[config.mk]
export PLATFORM = sky130hd
export DESIGN_NAME = pc_gen
export DESIGN_NICKNAME = d
export VERILOG_FILES = /design/src/rtl/pc_gen.sv
export SDC_FILE = /design/constraint.sdc
export NUM_CORES = 1
export LEC_CHECK = 0
export CAP_MARGIN = 40
export CORE_MARGIN = 3
export CORE_UTILIZATION = 41
export CTS_CLUSTER_SIZE = 24
export DETAILED_ROUTE_END_ITERATION = 7
export PLACE_DENSITY = 0.95
export SETUP_SLACK_MARGIN = 0.05
export SLEW_MARGIN = 20
export SYNTH_ARGS = -nofsm -noshare
export SYNTH_HDL_FRONTEND = slang
export SYNTH_SLANG_ARGS = --single-unit
[constraint.sdc]
create_clock -name clock -period 5.4 [get_ports clock]
set_clock_uncertainty 0.05 [all_clocks]
set_input_delay 1.08 -clock clock [delete_from_list [all_inputs] [get_ports clock]]
set_output_delay 1.08 -clock clock [all_outputs]
set_load 0.02 [all_outputs]
[src/rtl/pc_gen.sv]
// Fetch PC generator: holds the fetch PC, issues it as the BPU read request and
// redirects on backend flushes or BPU taken predictions (the latter only with BPU_REDIRECT_EN).
module pc_gen #(
    parameter logic [63:0] RESET_PC = 64'h0000_0000_8000_0000
) (
    input  logic        clock,
    input  logic        reset_n,
    input  logic        redirect_valid,
    input  logic [63:0] redirect_target,
    input  logic        fetch_ready,
    input  logic        predict_valid,
    input  logic [63:0] predict_target,
    input  logic [63:0] trigger_pc,
    output logic [63:0] pc,
    output logic        pc_valid,
    output logic        pc_handshake
);

    // state | meaning
    // BOOT  | out of reset, no request issued yet
    // RUN   | pc is a live request every cycle
    typedef enum logic {
        BOOT = 1'b0,
        RUN  = 1'b1
    } state_t;

    state_t      state;
    state_t      state_next;
    logic [63:0] pc_next;
    logic [63:0] last_pc;
    logic        pending;
    logic        take_pred;
    logic        unused_bits;

`ifdef BPU_REDIRECT_EN
    // The BPU answers one cycle after the handshake; only honour it for that exact PC.
    assign take_pred   = predict_valid & pending & (trigger_pc == last_pc);
    assign unused_bits = redirect_target[0];
`else
    assign take_pred   = 1'b0;
    assign unused_bits = ^{redirect_target[0], predict_valid, predict_target, trigger_pc,
                           pending, last_pc};
`endif

    assign pc_valid     = (state == RUN);
    assign pc_handshake = pc_valid & fetch_ready & ~redirect_valid & ~take_pred;

    always_comb begin
        state_next = RUN;
        pc_next    = pc;
        if (state == RUN) begin
            if (redirect_valid) begin
                pc_next = {redirect_target[63:1], 1'b0};
            end else if (take_pred) begin
                pc_next = predict_target;
            end else if (pc_handshake) begin
                // Advance to the next 8-byte fetch block, dropping any intra-block offset.
                pc_next = {pc[63:3] + 61'd1, 3'b000};
            end
        end
    end

    always_ff @(posedge clock or negedge reset_n) begin
        if (!reset_n) begin
            state   <= BOOT;
            pc      <= RESET_PC;
            pending <= 1'b0;
            last_pc <= 64'd0;
        end else begin
            state   <= state_next;
            pc      <= pc_next;
            pending <= pc_handshake;
            if (pc_handshake) begin
                last_pc <= pc;
            end
        end
    end

endmodule

==> key figures, run 1 <==
Worst setup path
  • Critical-path cell list: clkdlybuf4s50_1 > nand3_1 > inv_1 > clkdlybuf4s50_1
  • WS Path Type: in2out
  • Max FO, Critical Path: 11
  • Critical R2R Capture: pc[47]
  • Worst stage delay on the critical path: roughly 660 ps
  • Reg2reg start: pc[3]
  • Worst endpoint required time: between 4000 and 5000 ps
  • Top cell by count, worst path: clkdlybuf4s50_1
  • Buf/Inv on CP: 3
  • CP endpoint kind: output pin
  • CP startpoint kind: primary input
  • CP top delay family: buffers and inverters
  • CP max-delay cell: clkdlybuf4s50_1
  • Flop2flop setup slack: between 2000 and 2500 ps
  • Critical path arrival: 3090 ps
  • Reg2reg path depth: 6

Pwr
  • Comb pwr share: 0.337
  • Switching share of power: 0.3712
  • Psw: 599.6 uW
  • P_leak: around 2.3 nW
  • Sequential share of power: 0.413
  • Max IR drop VDD: 0.1323 mV
  • Clock power share: 0.249
  • Internal power: roughly 1.0 mW
  • PwrDens: ~270 mW/mm^2

Global route
  • GR Util met1: 0.3387
  • Top Usage Layer GRT: met2
  • Largest net degree at the start of global routing: 89
  • Total GRT Usage: 0.2580
  • Met3 Track Usage GR: 0.06518
  • Vias in the first global route: roughly 4900
  • GR Util met2: 0.4120
  • Antenna violations before repair: 0
  • Grt ovf: 0
  • Global-route wire length before repair: about 25000 microns

Drt
  • DR vias/cell: between 6 and 7
  • Remaining DRCs: 0
  • Vias: ~5300
  • Starting DRT DRC Count: 469
  • Final wirelength: roughly 16000 microns
  • Post-detailed-route wirelength per cell: 19.56 microns
  • Iteration count of the initial detailed-routing pass: 6
  • Routed Antenna Nets: 0

Layout
  • Layout cells sized above 1: 0.05727
  • NumNets Final: 874
  • Fin cells: just over 800
  • Fillers: just over 900
  • Diode count: 0
  • Area growth syn-to-layout: 36.39%

Clock tree
  • CTS H-tree depth: 3
  • CTS Buf Count: 9
  • Setup bufs post-CTS: 0
  • Clock Root Buffer: clkbuf_8
  • Clock latency on the worst-skew pair: approximately 350 ps
  • Clk pin slew, worst setup/hold paths: ~70 ps
  • CTS tree: done
  • CTS hold repair buffers: 0
  • Post-CTS resize count: 0
  • Sink Count: 64
  • Longest Clk Path Bufs: 2

Floorplanning
  • Starting density of the core: 0.4249
  • Die Width: about 110 microns
  • Ports: roughly 260
  • Core area: between 0.01 and 0.015 sq mm
  • Full die area: 0.01208 sq mm
  • Die Height: around 110 microns
  • Std cell rows: 37

Synth
  • Avg Synthesized Cell Area: 7.847 sq um
  • Most area-hungry cell type in the Yosys netlist: dfrtp_1
  • Mapped Area: 0.004425 sq mm
  • EDFF count, synth: 0
  • Prevailing post-synth register cell: dfrtp_1
  • Yosys reg bits: 64
  • Number of distinct library cells after synthesis: 65
  • Warnings from Yosys: 0
  • Synth area leaders: dfrtp_1 36%, nand3_1 6.2%, nand2_1 4.2%, o21ai_0 4.0%, nand4_1 3.7%
  • Syn Nets: 762
  • Share of the yosys chip area belonging to registers: 0.3622
  • Mapped Cells: ~560
  • Async set-or-reset flop fraction in the synthesized netlist: 1.000
  • Top-area cell type share of the netlist area: 0.3562

Min path
  • Hold Crit Class: reg2reg
  • Min-Delay Endpoint: pc[2]
  • Worst hold path stage count: 2
  • Worst hold start: pc[2]

Timing
  • RSZ-0062 raised after global routing: false
  • Final Hold Viols: 0
  • Slew headroom: 0.4376
  • Actual slew at the worst max-slew pin: 837.2 ps
  • Part of the cycle the worst path needs: 0.7823
  • # setup viols final: 0
  • Setup tns final: 0 ps
  • Max Fclk: roughly 240 MHz
  • Period minus WS final: 4224 ps
  • Final max-slew violation count: 0

Placement
  • Gpl congestion: 0.9087
  • Dpl cells: 797
  • Port buffer count: ~130
  • Post-DP HPWL: 10870 microns

Status
  • Status: completed

Flow run
  • Max Cap Viol: 0
[final cells by class]
| type | instances | area, sq um | share of cell area |
|---|---|---|---|
| well taps | 136 | 170.2 | 0.02819 |
| repair buffers | 144 | 1425 | 0.2361 |
| flip-flops and latches | 64 | 1603 | 0.2655 |
| multi-input cells | 442 | 2596 | 0.4301 |
| inverters | 15 | 56.30 | 0.009328 |
| clock buffers | 14 | 172.7 | 0.02861 |
| clock inverters | 2 | 12.51 | 0.002073 |
[stage by stage]
stage               area (sq um)  power [mW]  setup slack, ps  utilization  hold slack [ps]
floorplan                   4425      0.9250             2637            -            532.7
global placement            5779       1.188             1259       0.5548            405.4
detailed placement          5792       1.206             1261       0.5560            412.3
CTS                         5977       1.603             1252       0.5738            429.1
global route                6036       1.686             1151       0.5795            457.2
finish                      6036       1.615             1176       0.5795            419.6
[state kept, by name, indices dropped and copies added (netlist names)]
register / flops
pc: 63
pc_valid: 1
[placed cells by master, fill, tap and decap left out, drive strengths merged, types with 3 or more instances in the layout]
cell / synthesis / layout
inv: 15 / 15
o2bb2ai: 5 / 5
o311ai: 4 / 4
o211ai: 9 / 9
nor2: 43 / 43
and3: 17 / 17
dfrtp: 63 / 63
nor3: 21 / 21
a21oi: 32 / 32
a32oi: 3 / 3
a311oi: 4 / 4
nand2: 50 / 50
a22oi: 13 / 13
o21ai: 36 / 36
or4: 6 / 6
clkdlybuf4s50: 0 / 129
and2: 5 / 5
nand4: 26 / 26
mux2i: 3 / 3
a211oi: 7 / 7
o22ai: 5 / 5
or2: 4 / 4
a31oi: 7 / 7
nand2b: 4 / 4
a311o: 4 / 4
clkbuf: 36 / 15
nor4: 11 / 11
buf: 7 / 14
nand3: 55 / 55
or3: 15 / 15
a2bb2oi: 4 / 4
and4: 10 / 10
o31ai: 3 / 3
a22o: 3 / 3
[logic make-up (layout without fill, tap and decap cells)]
group / count (synthesis) / after routing / synth area share
AO/OA/AOI/OAI: 157 / 157 / 0.2392
adder cells (fa/ha/maj): 1 / 1 / 0.002827
buffers and inverters: 58 / 175 / 0.05202
flip-flops: 64 / 64 / 0.3622
multiplexers: 5 / 5 / 0.01187
other: 2 / 2 / 0.001697
AND/OR/NAND/NOR: 277 / 277 / 0.3302
[power groups by stage]
stage,logic (mW),clock network [mW],registers [mW]
6_report,0.545,0.402,0.668
5_1_grt,0.580,0.425,0.680
4_1_cts,0.540,0.400,0.663
3_5_place_dp,0.536,0,0.670
3_3_place_gp,0.524,0,0.664
2_1_floorplan,0.196,0,0.729
[worst reg2reg max path, cell delays in order (launching register included)]
cell and delay [ps]:
dfrtp_1 470, ha_1 290, nand3_1 180, nor3b_1 610, nand4_1 480, o41ai_1 610, a22oi_1 110
[Yosys cell counts (7+ instances only)]
cell type   n
nand4_1    26
a21oi_1    32
o211ai_1    9
clkbuf_1   36
nor4_1     11
and4_1     10
inv_1      15
nor3_1     21
and3_1     17
o21ai_0    35
a22oi_1    13
nor2_1     43
nand3_1    55
nand2_1    50
or3_1      15
dfrtp_1    63
a31oi_1     7
[worst max-delay path by stage]
stage                         from           end  cells past startpoint
finish                 fetch_ready  pc_handshake                      4
global route           fetch_ready  pc_handshake                      4
CTS                    fetch_ready  pc_handshake                      4
detailed placement     fetch_ready  pc_handshake                      4
global placement       fetch_ready  pc_handshake                      4
floorplan           redirect_valid  pc_handshake                      4
[metal layers]
layer / share of wire / vias to the layer above
li1: - / 2397
met1: 0.38 / 2483
met2: 0.47 / 380
met3: 0.12 / 55
met4: 0.027 / 0
met5: 0 / -
Power figures use the tool's default switching activity.
==> run 2, diff against run 1 <==
- CORE_UTILIZATION: 41 -> 35
- PLACE_DENSITY: 0.95 -> 0.9
- clock period: 5.4 -> 3.5 ns (I/O delays scaled with it)
==> run 2 against run 1 <==
  * First-iteration DRC count increased by 35%
  * Critical path depth unchanged
  * Total power rose by 72%
  * Clock-buffer cell count decreased by 2
  * Non-clock buffer count is 8 higher
  * Sequential share of layout area fell by 0.86 points
  * Combinational power up 54%
  * Sequential cell count stayed put
  * Critical path type unchanged
  * Critical endpoint unchanged
  * Largest cell class unchanged
==> key figures, run 2 (synthesized netlist as in run 1, its figures left out) <==
Status
  • Status: completed (unchanged)

Placement
  • Gpl congestion: 0.9064 (was 0.9087)
  • Pre-CTS WS: 579.1 ps (was 1261 ps)
  • Post-DP HPWL: 11350 microns (was 10870 microns)
  • Port buffer count: 131 (unchanged)
  • Dpl cell area: 0.005929 sq mm (was 0.005792 sq mm)
  • Dpl cells: 840 (was 797)

Pwr
  • Psw: 949.9 uW (was 599.6 uW)
  • Comb pwr share: 0.304 (was 0.337)
  • Max IR drop VDD: 0.2161 mV (was 0.1323 mV)
  • PwrDens: 444.6 mW/mm^2 (was 267.6 mW/mm^2)
  • Clock power share: 0.323 (was 0.249)
  • Power, Total: 2.774 mW (was 1.615 mW)
  • Sequential share of power: 0.373 (was 0.413)
  • Internal power: 1.824 mW (was 1.016 mW)
  • Switching share of power: 0.3425 (was 0.3712)
  • P_leak: 2.357 nW (was 2.271 nW)

Floorplanning
  • Core area: 0.01216 sq mm (was 0.01042 sq mm)
  • Die Width: 118.4 microns (was 109.9 microns)
  • Starting density of the core: 0.3639 (was 0.4249)
  • Die Height: 118.4 microns (was 109.9 microns)
  • Full die area: 0.01403 sq mm (was 0.01208 sq mm)
  • Std cell rows: 40 (was 37)
  • Ports: 263 (unchanged)

Layout
  • Most frequent cells in the layout: 129 x clkdlybuf4s50_1, 63 x dfrtp_1, 55 x nand3_1 (unchanged)
  • Diode count: 0 (unchanged)
  • Fin cells: 856 (was 817)
  • Layout cells sized above 1: 0.06831 (was 0.05727)
  • Max reg flops: 63 (unchanged)
  • Fin area: 0.006238 sq mm (was 0.006036 sq mm)
  • Largest reg by FF count: pc (unchanged)
  • Area growth syn-to-layout: 40.97% (was 36.39%)
  • Most common cell after layout, fill and taps aside: clkdlybuf4s50_1 (unchanged)
  • Post-layout util: 0.5130 (was 0.5795)
  • NumNets Final: 882 (was 874)

Clock tree
  • Clock latency on the worst-skew pair: 330 ps (was 350 ps)
  • Clock Root Buffer: clkbuf_16 (was clkbuf_8)
  • Setup bufs post-CTS: 0 (unchanged)
  • Sink Count: 64 (unchanged)
  • Clk pin slew, worst setup/hold paths: 60 ps (was 70 ps)
  • CTS tree: done (unchanged)
  • CTS hold repair buffers: 0 (unchanged)
  • CTS Buf Count: 9 (unchanged)
  • Post-CTS resize count: 0 (unchanged)
  • CTS H-tree depth: 3 (unchanged)
  • Longest Clk Path Bufs: 2 (unchanged)

Min path
  • Hold Crit Class: in2async (was reg2reg)

Timing
  • Final max-slew violation count: 0 (unchanged)
  • Period minus WS final: roughly 2900 ps
  • RSZ-0062 raised after global routing: false (unchanged)
  • Max Fclk: around 340 MHz
  • Slew headroom: 0.4455 (was 0.4376)
  • Worst setup margin: 571.0 ps (was 1176 ps)
  • Actual slew at the worst max-slew pin: 825.4 ps (was 837.2 ps)
  • Setup tns final: 0 ps (unchanged)
  • Final Hold Viols: 0 (unchanged)
  • Hold_ws: 157.7 ps (was 419.6 ps)
  • Part of the cycle the worst path needs: 0.8368
  • # setup viols final: 0 (unchanged)

Worst setup path
  • Reg2reg start: pc[11] (was pc[3])
  • CP startpoint kind: primary input (unchanged)
  • Max FO, Critical Path: 4 (was 11)
  • Critical R2R Capture: pc[50] (was pc[47])
  • WS Path Type: in2out (unchanged)
  • Worst endpoint required time: 2750 ps (was 4270 ps)
  • Reg2reg path depth: 5 (was 6)
  • CP endpoint kind: output pin (unchanged)
  • Flop2flop setup slack: 740 ps (was 2450 ps)
  • Critical path arrival: 2180 ps (was 3090 ps)

Drt
  • Remaining DRCs: 0 (unchanged)
  • Post-detailed-route wirelength per cell: 19.20 microns (was 19.56 microns)
  • Vias: 5285 (was 5315)
  • Final wirelength: 16430 microns (was 15980 microns)
  • Starting DRT DRC Count: 635 (was 469)
  • DR vias/cell: 6.174 (was 6.506)
  • Routed Antenna Nets: 0 (unchanged)
  • Iteration count of the initial detailed-routing pass: 7 (was 6)

Global route
  • Grt ovf: 0 (unchanged)
  • Total GRT Usage: 0.2271 (was 0.2580)
  • Antenna violations before repair: 0 (unchanged)
  • Vias in the first global route: 5001 (was 4942)
  • Global-route wire length before repair: 26010 microns (was 24620 microns)
  • Top Usage Layer GRT: met2 (unchanged)
  • GR Util met1: 0.2994 (was 0.3387)
  • Met3 Track Usage GR: 0.05072 (was 0.06518)
  • Largest net degree at the start of global routing: 60 (was 89)
  • GR Util met2: 0.3630 (was 0.4120)

Flow run
  • Max Cap Viol: 0 (unchanged)
[run 2: changes by cell type in the layout (fill, tap and decap cells not counted), sizes merged]
cell,delta
buf,+9
clkbuf,-3
bufinv,+1
[run 2: cell type report]
| cell class | instances | area, sq um |
|---|---|---|
| Inverter | 15 | 56.30 |
| Timing Repair Buffer | 152 | 1484 |
| Tap cell | 168 | 210.2 |
| Clock inverter | 3 | 42.54 |
| Sequential cell | 64 | 1603 |
| Clock buffer | 12 | 246.5 |
| Fill cell | 1135 | 5923 |
| Multi-Input combinational cell | 442 | 2596 |
[run 2: power by group through the flow]
stage	clock [mW]	sequential [mW]	combinational, mW
2_1_floorplan	0	1.12	0.303
3_3_place_gp	0	1.03	0.820
3_5_place_dp	0	1.04	0.836
4_1_cts	0.907	1.03	0.840
5_1_grt	0.932	1.06	0.905
6_report	0.896	1.04	0.842
[run 2: worst max-delay path by stage]
stage | startpoint | to | slack (ps) | cells past startpoint
floorplan | pc[31] | pc[62] | 1010 | 7
global placement | fetch_ready | pc_handshake | 580 | 4
detailed placement | fetch_ready | pc_handshake | 580 | 4
CTS | fetch_ready | pc_handshake | 580 | 4
global route | fetch_ready | pc_handshake | 520 | 4
finish | fetch_ready | pc_handshake | 570 | 4
[run 2: worst max-delay path, stage by stage]
cell and delay [ps]:
clkdlybuf4s50_1 490, nand3_1 150, inv_1 200, clkdlybuf4s50_1 650
[run 2: layer usage]
layer / up-vias / part of all wire
li1: 2397 / -
met1: 2503 / 0.40
met2: 341 / 0.46
met3: 44 / 0.11
met4: 0 / 0.029
met5: - / 0
==> run 3, diff against run 2 <==
- CORE_UTILIZATION: 35 -> 38
- PLACE_DENSITY: 0.9 -> 0.92
- clock period: 3.5 -> 2.99 ns (I/O delays scaled with it)
==> run 3 against run 2 <==
  * The run now ends with DRC left
  * Clock power rose by 28%
  * Sequential cell count is the same
  * Total power is 21% higher
  * Die area fell by 7.5%
  * Largest power group unchanged
==> key figures, run 3 (synthesized netlist as in run 1, its figures left out) <==
Flow run
  • Max Cap Viol: 0 (unchanged)

Timing
  • Period minus WS final: about 2700 ps
  • Max Fclk: 376.6 MHz
  • Setup tns final: 0 ps (unchanged)
  • Final max-slew violation count: 0 (unchanged)
  • RSZ-0062 raised after global routing: false (unchanged)
  • Actual slew at the worst max-slew pin: 856.4 ps (was 825.4 ps)
  • Slew headroom: 0.4270 (was 0.4455)
  • Worst setup margin: 334.4 ps (was 571.0 ps)
  • Final Hold Viols: 0 (unchanged)
  • Hold_ws: 129.3 ps (was 157.7 ps)
  • Part of the cycle the worst path needs: 0.8881
  • # setup viols final: 0 (unchanged)

Worst setup path
  • CP max-delay cell: or4b_4 (was clkdlybuf4s50_1)
  • Critical path arrival: 2870 ps (was 2180 ps)
  • Critical Path Source: pc[20] (was fetch_ready)
  • Critical path depth: 5 (was 4)
  • WS Path Type: reg2reg (was in2out)
  • Flop2flop setup slack: 330 ps (was 740 ps)
  • CP top delay family: simple AND/OR/NAND/NOR gates (was buffers and inverters)
  • Reg2reg path depth: 5 (unchanged)
  • Top cell by count, worst path: nand3_1 (was clkdlybuf4s50_1)
  • Critical-path cell list: nand3_1 > or3_1 > or4b_4 > or4_1 > nand3_1 (was clkdlybuf4s50_1 > nand3_1 > inv_1 > clkdlybuf4s50_1)
  • CP Capture Point: pc[40] (was pc_handshake)
  • Critical R2R Capture: pc[40] (was pc[50])
  • CP endpoint kind: register (was output pin)
  • Buf/Inv on CP: 0 (was 3)
  • Worst stage delay on the critical path: 700 ps (was 650 ps)
  • CP startpoint kind: register (was primary input)
  • Worst endpoint required time: 3210 ps (was 2750 ps)
  • Reg2reg start: pc[20] (was pc[11])
  • Max FO, Critical Path: 13 (was 4)

Drt
  • Vias: 5186 (was 5285)
  • Starting DRT DRC Count: 449 (was 635)
  • Routed Antenna Nets: 0 (unchanged)
  • Final wirelength: 15880 microns (was 16430 microns)
  • DR vias/cell: 6.233 (was 6.174)
  • Remaining DRCs: 1 (was 0)
  • Iteration count of the initial detailed-routing pass: 7 (unchanged)
  • Post-detailed-route wirelength per cell: 19.09 microns (was 19.20 microns)

Clock tree
  • Longest Clk Path Bufs: 2 (unchanged)
  • Setup bufs post-CTS: 0 (unchanged)
  • CTS tree: done (unchanged)
  • Clock latency on the worst-skew pair: 330 ps (about the same)
  • CTS H-tree depth: 3 (unchanged)
  • CTS hold repair buffers: 0 (unchanged)
  • CTS Buf Count: 9 (unchanged)
  • Clk pin slew, worst setup/hold paths: 60 ps (about the same)
  • Post-CTS resize count: 0 (unchanged)
  • Clock Root Buffer: clkbuf_16 (unchanged)
  • Sink Count: 64 (unchanged)

Layout
  • Most common cell after layout, fill and taps aside: clkdlybuf4s50_1 (unchanged)
  • Max reg flops: 63 (unchanged)
  • Post-layout util: 0.5626 (was 0.5130)
  • Most frequent cells in the layout: 129 x clkdlybuf4s50_1, 63 x dfrtp_1, 55 x nand3_1 (unchanged)
  • Diode count: 0 (unchanged)
  • Largest reg by FF count: pc (unchanged)
  • Layout cells sized above 1: 0.07225 (was 0.06831)
  • Fillers: 1005 (was 1135)
  • Area growth syn-to-layout: 41.45% (was 40.97%)
  • NumNets Final: 885 (was 882)

Floorplanning
  • Core area: 0.01113 sq mm (was 0.01216 sq mm)
  • Starting density of the core: 0.3978 (was 0.3639)
  • Die Height: 113.9 microns (was 118.4 microns)
  • Die Width: 113.9 microns (was 118.4 microns)
  • Ports: 263 (unchanged)
  • Std cell rows: 38 (was 40)
  • Full die area: 0.01298 sq mm (was 0.01403 sq mm)

Pwr
  • PwrDens: 534.4 mW/mm^2 (was 444.6 mW/mm^2)
  • Max IR drop VDD: 0.3242 mV (was 0.2161 mV)
  • P_leak: 2.391 nW (was 2.357 nW)
  • Power, Total: 3.345 mW (was 2.774 mW)

Status
  • Failing checks: DRC
  • Status: finished with violations (was completed)

Placement
  • Gpl congestion: 0.8870 (was 0.9064)
  • Port buffer count: 131 (unchanged)
  • Post-DP HPWL: 10870 microns (was 11350 microns)
  • Pre-CTS WS: 298.2 ps (was 579.1 ps)

Global route
  • Largest net degree at the start of global routing: 90 (was 60)
  • Grt ovf: 0 (unchanged)
  • Total GRT Usage: 0.2428 (was 0.2271)
  • Vias in the first global route: 4952 (was 5001)
  • Global-route wire length before repair: 25510 microns (was 26010 microns)
  • Antenna violations before repair: 0 (unchanged)

Min path
  • Hold Crit Class: in2async (unchanged)
[run 3: cell count changes in the layout (fill, tap and decap cells not counted)]
cell | before | now
clkinvlp_4 | 1 | 0
clkbuf_1 | 2 | 3
buf_16 | 0 | 1
buf_12 | 2 | 1
bufinv_16 | 1 | 2
buf_4 | 19 | 22
[run 3: area by class of cell]
cell class / instances / area, sq um / share of cell area
multi-input combinational: 442 / 2596 / 0.4148
tap: 140 / 175.2 / 0.02798
sequential: 64 / 1603 / 0.2560
inverter: 15 / 56.30 / 0.008995
timing repair buffer: 155 / 1514 / 0.2419
clock inverter: 3 / 65.06 / 0.01039
clock buffer: 13 / 250.2 / 0.03998
[run 3: stage by stage]
stage / instances / instance area (sq um)
floorplan: 564 / 4425
global placement: 815 / 5917
detailed placement: 815 / 5917
CTS: 831 / 6232
global route: 832 / 6260
finish: 832 / 6260
[run 3: layer usage]
metal  GRT usage  share of wire  vias to the layer above
met5           0              0                        -
met4     0.07918          0.019                        0
met3     0.04775          0.098                       31
met2      0.3852           0.47                      296
met1      0.3339           0.42                     2453
li1            -              -                     2406
[run 3: report_power, final]
part	leakage (nW)	switching, mW	internal (mW)
Clock	0.154	0.400	0.753
Sequential	0.734	0.214	0.996
Combinational	1.50	0.504	0.478
Total	2.39	1.12	2.23
[run 3: worst min-delay path by stage]
stage            start  endpoint  depth (start not counted)
2_1_floorplan  reset_n    pc[10]                          0
3_3_place_gp     pc[2]     pc[2]                          2
3_5_place_dp     pc[1]     pc[1]                          2
4_1_cts          pc[1]     pc[1]                          2
5_1_grt        reset_n    pc[39]                          2
6_report       reset_n    pc[39]                          2
